### config.mk
export PLATFORM = sky130hd
export DESIGN_NAME = sevenseg_display_controller
export DESIGN_NICKNAME = d
export VERILOG_FILES = /design/src/rtl/sevenseg_pkg.sv /design/src/rtl/hex_to_sevenseg.sv /design/src/rtl/sevenseg_display_controller.sv
export SDC_FILE = /design/constraint.sdc
export NUM_CORES = 1
export LEC_CHECK = 0
export BUFFER_PORTS_ARGS = -buffer_cell sky130_fd_sc_hd__buf_2
export CAP_MARGIN = 20
export CORE_MARGIN = 4
export CORE_UTILIZATION = 63
export CTS_CLUSTER_SIZE = 25
export DETAILED_ROUTE_END_ITERATION = 8
export GPL_TIMING_DRIVEN = 0
export PLACE_DENSITY = 0.85
export SYNTH_ARGS = -nofsm -noshare
export SYNTH_HDL_FRONTEND = slang
export SYNTH_SLANG_ARGS = --single-unit
### constraint.sdc
create_clock -name clk -period 4.19 [get_ports clk]
set_input_delay 0.838 -clock clk [delete_from_list [all_inputs] [get_ports clk]]
set_output_delay 0.838 -clock clk [all_outputs]
set_load 0.01 [all_outputs]
### src/rtl/sevenseg_pkg.sv
// Shared types and constants for the seven-segment display controller.
// Segment vectors are ordered {g,f,e,d,c,b,a} and are active-low.
package sevenseg_pkg;

  typedef logic [6:0] seg_t;

  // All segments dark.
  localparam seg_t SEG_BLANK = 7'h7F;

  // Hex glyphs 0..F.
  localparam seg_t HEX_SEG [16] = '{
    7'b1000000,  // 0
    7'b1111001,  // 1
    7'b0100100,  // 2
    7'b0110000,  // 3
    7'b0011001,  // 4
    7'b0010010,  // 5
    7'b0000010,  // 6
    7'b1111000,  // 7
    7'b0000000,  // 8
    7'b0010000,  // 9
    7'b0001000,  // A
    7'b0000011,  // b
    7'b1000110,  // C
    7'b0100001,  // d
    7'b0000110,  // E
    7'b0001110   // F
  };

endpackage

### src/rtl/hex_to_sevenseg.sv
// Combinational 4-bit hex to active-low seven-segment glyph lookup.
module hex_to_sevenseg
  import sevenseg_pkg::*;
(
  input  logic [3:0] hex_i,
  output logic [6:0] seg_o
);

  assign seg_o = HEX_SEG[hex_i];

endmodule

### src/rtl/sevenseg_display_controller.sv
// Time-multiplexed hex display scanner for common-anode seven-segment LEDs.
// New values are latched into a shadow register on load and swapped into the
// displayed register only at frame boundaries, so a frame never tears.
// Optional build macro: SEVENSEG_LEADING_ZERO_BLANK_EN suppresses leading-zero digits.
module sevenseg_display_controller
  import sevenseg_pkg::*;
#(
  parameter int unsigned REFRESH_CNT = 100000,
  parameter int unsigned BLANK_CYC   = 1000,
  parameter int unsigned NUM_DIGITS  = 4
) (
  input  logic                    clk,
  input  logic                    clear,
  input  logic [4*NUM_DIGITS-1:0] value,
  input  logic [NUM_DIGITS-1:0]   dp_in,
  input  logic                    load,
  output logic [6:0]              seg,
  output logic                    dp,
  output logic [NUM_DIGITS-1:0]   an,
  output logic                    frame_done
);

  localparam int unsigned CntW      = $clog2(REFRESH_CNT);
  localparam int unsigned IdxW      = (NUM_DIGITS > 1) ? $clog2(NUM_DIGITS) : 1;
  localparam int unsigned ValW      = 4 * NUM_DIGITS;
  localparam int unsigned ActiveMax = REFRESH_CNT - BLANK_CYC;

  localparam logic [CntW-1:0] CntMax = CntW'(REFRESH_CNT - 1);
  localparam logic [IdxW-1:0] IdxMax = IdxW'(NUM_DIGITS - 1);

  logic [CntW-1:0]       cnt_q;
  logic [IdxW-1:0]       idx_q;
  logic [ValW-1:0]       shadow_val_q, disp_val_q;
  logic [NUM_DIGITS-1:0] shadow_dp_q, disp_dp_q;
  logic [6:0]            seg_q, seg_d;
  logic                  dp_q, dp_d;
  logic [NUM_DIGITS-1:0] an_q, an_d;
  logic                  frame_done_q;

  logic                  slot_end;
  logic                  frame_end;
  logic                  slot_blank;
  logic [3:0]            cur_hex;
  logic                  cur_dp;
  logic                  cur_hidden;
  logic [NUM_DIGITS-1:0] an_sel;
  logic [NUM_DIGITS-1:0] lz_mask;
  logic [6:0]            cur_seg;

  assign slot_end   = (cnt_q == '0);
  assign frame_end  = slot_end && (idx_q == IdxMax);
  // Compare at 32 bits so a REFRESH_CNT that is a power of two cannot wrap.
  assign slot_blank = (32'(cnt_q) >= ActiveMax);

  // Slot timer: count down each slot, step the digit index when it expires.
  always_ff @(posedge clk or posedge clear) begin
    if (clear) begin
      cnt_q <= CntMax;
      idx_q <= '0;
    end else if (slot_end) begin
      cnt_q <= CntMax;
      idx_q <= (idx_q == IdxMax) ? '0 : idx_q + IdxW'(1);
    end else begin
      cnt_q <= cnt_q - CntW'(1);
    end
  end

  // Shadow captures every load; display takes it (or a same-cycle load) at frame end.
  always_ff @(posedge clk or posedge clear) begin
    if (clear) begin
      shadow_val_q <= '0;
      shadow_dp_q  <= '0;
      disp_val_q   <= '0;
      disp_dp_q    <= '0;
    end else begin
      if (load) begin
        shadow_val_q <= value;
        shadow_dp_q  <= dp_in;
      end
      if (frame_end) begin
        disp_val_q <= load ? value : shadow_val_q;
        disp_dp_q  <= load ? dp_in : shadow_dp_q;
      end
    end
  end

`ifdef SEVENSEG_LEADING_ZERO_BLANK_EN
  logic zero_above;

  // Digit i > 0 is hidden when it and everything above it are zero and its dp is off.
  always_comb begin
    lz_mask    = '0;
    zero_above = 1'b1;
    for (int i = NUM_DIGITS - 1; i >= 1; i--) begin
      zero_above = zero_above & (disp_val_q[4*i +: 4] == 4'h0);
      lz_mask[i] = zero_above & ~disp_dp_q[i];
    end
  end
`else
  assign lz_mask = '0;
`endif

  // Select the digit, dp bit and anode pattern for the current index.
  always_comb begin
    cur_hex    = 4'h0;
    cur_dp     = 1'b0;
    cur_hidden = 1'b0;
    an_sel     = '1;
    for (int i = 0; i < NUM_DIGITS; i++) begin
      if (idx_q == IdxW'(i)) begin
        cur_hex    = disp_val_q[4*i +: 4];
        cur_dp     = disp_dp_q[i];
        cur_hidden = lz_mask[i];
        an_sel[i]  = 1'b0;
      end
    end
  end

  hex_to_sevenseg u_hex_to_sevenseg (
    .hex_i (cur_hex),
    .seg_o (cur_seg)
  );

  // Next output pattern: dark during blanking or for a suppressed digit.
  always_comb begin
    an_d  = '1;
    seg_d = SEG_BLANK;
    dp_d  = 1'b1;
    if (!slot_blank && !cur_hidden) begin
      an_d  = an_sel;
      seg_d = cur_seg;
      dp_d  = ~cur_dp;
    end
  end

  // Registered outputs; frame_done follows the frame-end cycle by one clock.
  always_ff @(posedge clk or posedge clear) begin
    if (clear) begin
      an_q         <= '1;
      seg_q        <= SEG_BLANK;
      dp_q         <= 1'b1;
      frame_done_q <= 1'b0;
    end else begin
      an_q         <= an_d;
      seg_q        <= seg_d;
      dp_q         <= dp_d;
      frame_done_q <= frame_end;
    end
  end

  assign an         = an_q;
  assign seg        = seg_q;
  assign dp         = dp_q;
  assign frame_done = frame_done_q;

endmodule

==> results.yml <==
route:
  drt_iter0_markers: 109
  via_count_of_the_routed_design: 2156
  detail_route.first_pass.iterations: 4
  route.detailed.drc: 0
  drt_wl_total_um: 6050
  post_detailed_route_wirelength_per_cell_um: 15.6
  route.antenna.remaining_nets: 0
  route.detailed.vias_per_inst: 5.54
clocking:
  cts_hold_repair.buffers: 0
  cts.reportedPaths.clkPinSlew_ns: 0.07
  clk_latency_ns: 0.34
  cts_tree: "yes"
  cts_inserted_buffers: 9
  clock_tree.htree_level_count: 3
  ctsResizeCount: 0
  cts_root_buf: "clkbuf_8"
  sink_count: 72
  cts-root-to-sink-buffers: 2
  post_cts.repair.setup_buffers: 0
floorplanning:
  die_w_um: 81.6
  io_pins: 36
  starting_density_of_the_core: 0.659
  fp.coreArea_sq_mm: 0.00517
  die_height_um: 81.6
  number_of_core_rows: 26
  overall_die_area_sq_mm: 0.00665
critical_path:
  cpPeakStageDelay_ns: 0.76
  timing_worst_setup_path_type: "register to register"
  crit_path_max_fanout: 10
  timing.critical_path.cells: "inv_1 > ha_1 > clkbuf_1 > nor2b_1 > a22oi_1 > a221oi_1 > inv_1 > ha_1 > mux2_2 > mux2i_1 > nand2_1"
  crit_path_top_delay_cell: "a221oi_1"
  r2r_worst_path_depth: 11
  crit_path_required_time_ns: 4.46
  arrival_ns: 3.31
  timing.critical_path.to_type: "register"
  worstSetupStartpointType: "register"
logic_synthesis:
  netlist.top_cell.by_area: "dfrtp_1"
  synth_async_sr_flop_share: 1.00
  post_synth_instance_area_sq_mm: 0.00341
  synth.distinct_cells: 47
  avgSynthCellArea_sq_um: 12.7
  synth-edff-count: 0
  synthesis.nets: 304
  netlist_instances: 269
  ys_top_cells_by_area: "dfrtp_1 (37%), dfstp_2 (17%), mux2_4 (8.4%), mux2_2 (7.3%), ha_1 (4.4%)"
  yosysWarningCount: 0
  post-synth-top-area-fraction: 0.367
  yosys_register_bits: 72
  synth_sequential_area_ratio: 0.537
  ys.flop_type: "dfrtp_1"
finish:
  mostFrequentLayoutCell: "dfrtp_1"
  n_antenna_cell: 0
  final_core_util: 0.749
  finish.net_count: 349
  area_growth_pct: 13.7
  fraction_of_layout_instances_using_a_drive_strength_above_1: 0.401
  final_area_sq_mm: 0.00388
  mostFrequentLayoutCells: "dfrtp_1 (50), buf_2 (38), nand2_1 (25)"
global_routing:
  initial_antenna_violation_count: 0
  first_global_vias: 2182
  grt_first_pass_wirelength_um: 10400
  grt_ovf: 0
  grt_max_degree: 73
  track_usage: 0.209
status:
  run_status: "finished clean"
sta:
  tightestPinTransition_ns: 0.852
  maxSlewViolCount: 0
  setup-violations-final: 0
  final_critical_path_share_of_the_clock_period: 0.726
  timing.final.crit_period_ns: 3.04
  worst_slew_slack_as_a_fraction_of_its_limit: 0.432
  grt_setup_unrepaired: "no"
  maxClockFrequency_mhz: 329
  timing.setup.tns_ns: 0
  skew_ns: 0.00732
  hold_fails_final_rpt: 0
place:
  gp_routability_congestion: 0.883
  placed_cell_area_sq_mm: 0.00367
  dpl.hpwl_um: 4290
  numPortBuffers: 34
power_and_ir_drop:
  power_per_cell_area_mw_per_mm2: 342
  vdd_drop_max_mv: 0.234
  static-leakage-power_nw: 1.68
hold_path:
  min-delay-path-class: "register to register"
  min_delay_path_depth: 1
run:
  drv_cap: 0
-- stage by stage --
stage | total power, mW | std cells | hold WS, ns | setup slack, ns
floorplan | 0.768 | 269 | 0.436 | 1.56
global placement | 0.785 | 373 | 0.449 | 0.837
detailed placement | 0.789 | 373 | 0.460 | 1.23
CTS | 1.34 | 389 | 0.476 | 1.21
global route | 1.38 | 389 | 0.491 | 0.938
finish | 1.32 | 389 | 0.471 | 1.15
-- layer usage --
| layer | wire, um | up-vias | GRT usage |
|---|---|---|---|
| met4 | 123 | 0 | 0.0929 |
| li1 | - | 1025 | - |
| met2 | 2960 | 51 | 0.333 |
| met1 | 2680 | 1069 | 0.273 |
| met5 | 0 | - | 0 |
| met3 | 287 | 11 | 0.0461 |
-- kinds of logic after synthesis --
kind of cell,share of synthesized area
compound gates,0.0595
xor+xnor,0.0257
fa+ha+maj,0.0440
buf+inv,0.0352
flops,0.537
mux,0.168
simple gates,0.131
-- synth_stat cells, types with 3 or more instances --
library cell / n
dfrtp_1: 50
nand2_1: 25
dfstp_2: 22
mux2_2: 22
mux2_4: 19
ha_1: 12
nor2_1: 12
inv_1: 11
nand3_1: 7
a21oi_1: 6
o21ai_0: 6
clkbuf_1: 5
xnor2_1: 5
xor2_1: 5
buf_2: 4
mux2i_1: 4
nand3b_1: 4
nor2b_1: 4
nor3_1: 4
nor3b_1: 4
o211ai_1: 3
or3_1: 3
-- critical path, delay by kind of cell (launching register included) --
family | cells | cell delay, ns
buffers and inverters | 3 | 0.56
DFF | 1 | 0.39
muxes | 2 | 0.42
and+or+nand+nor | 2 | 0.31
AOI/OAI and AO/OA | 2 | 0.85
adders and majority gates | 2 | 0.45
-- area by class of cell --
cell class	count	area [sq um]
repair buffers	34	170
fillers	332	1300
well taps	70	87.6
flip-flops and latches	72	1830
clock inverters	5	55.1
clock buffers	11	151
multi-input cells	175	1460
inverters	11	43.8
plain buffers	11	78.8
-- worst paths after layout --
path / startpoint / endpoint / slack (ns)
worst max register to register: idx_q[1]$_DFFE_PP0P_ / seg[3]$_DFF_PP1_ / 1.15
worst min-delay path: cnt_q[0]$_DFF_PP1_ / cnt_q[0]$_DFF_PP1_ / 0.47
worst max-delay path: idx_q[1]$_DFFE_PP0P_ / seg[3]$_DFF_PP1_ / 1.15
max in group asynchronous: clear / cnt_q[8]$_DFF_PP0_ / 3.00
worst min register to register: cnt_q[0]$_DFF_PP1_ / cnt_q[0]$_DFF_PP1_ / 0.47
min in group asynchronous: clear / cnt_q[5]$_DFF_PP0_ / 0.66
-- state kept, by name (all words and copies together), names as in the netlist --
signal and cells:
disp_val_q 16, cnt_q 17, an 4, frame_done 1, idx_q 2, shadow_val_q 16
disp_dp_q 4, seg 7, dp 1, shadow_dp_q 4
-- report_power, final --
part	internal [mW]	switching [mW]
combinational	0.0256	0.0295
sequential	0.715	0.00470
clock	0.305	0.245
(Power assumes the default switching activity.)
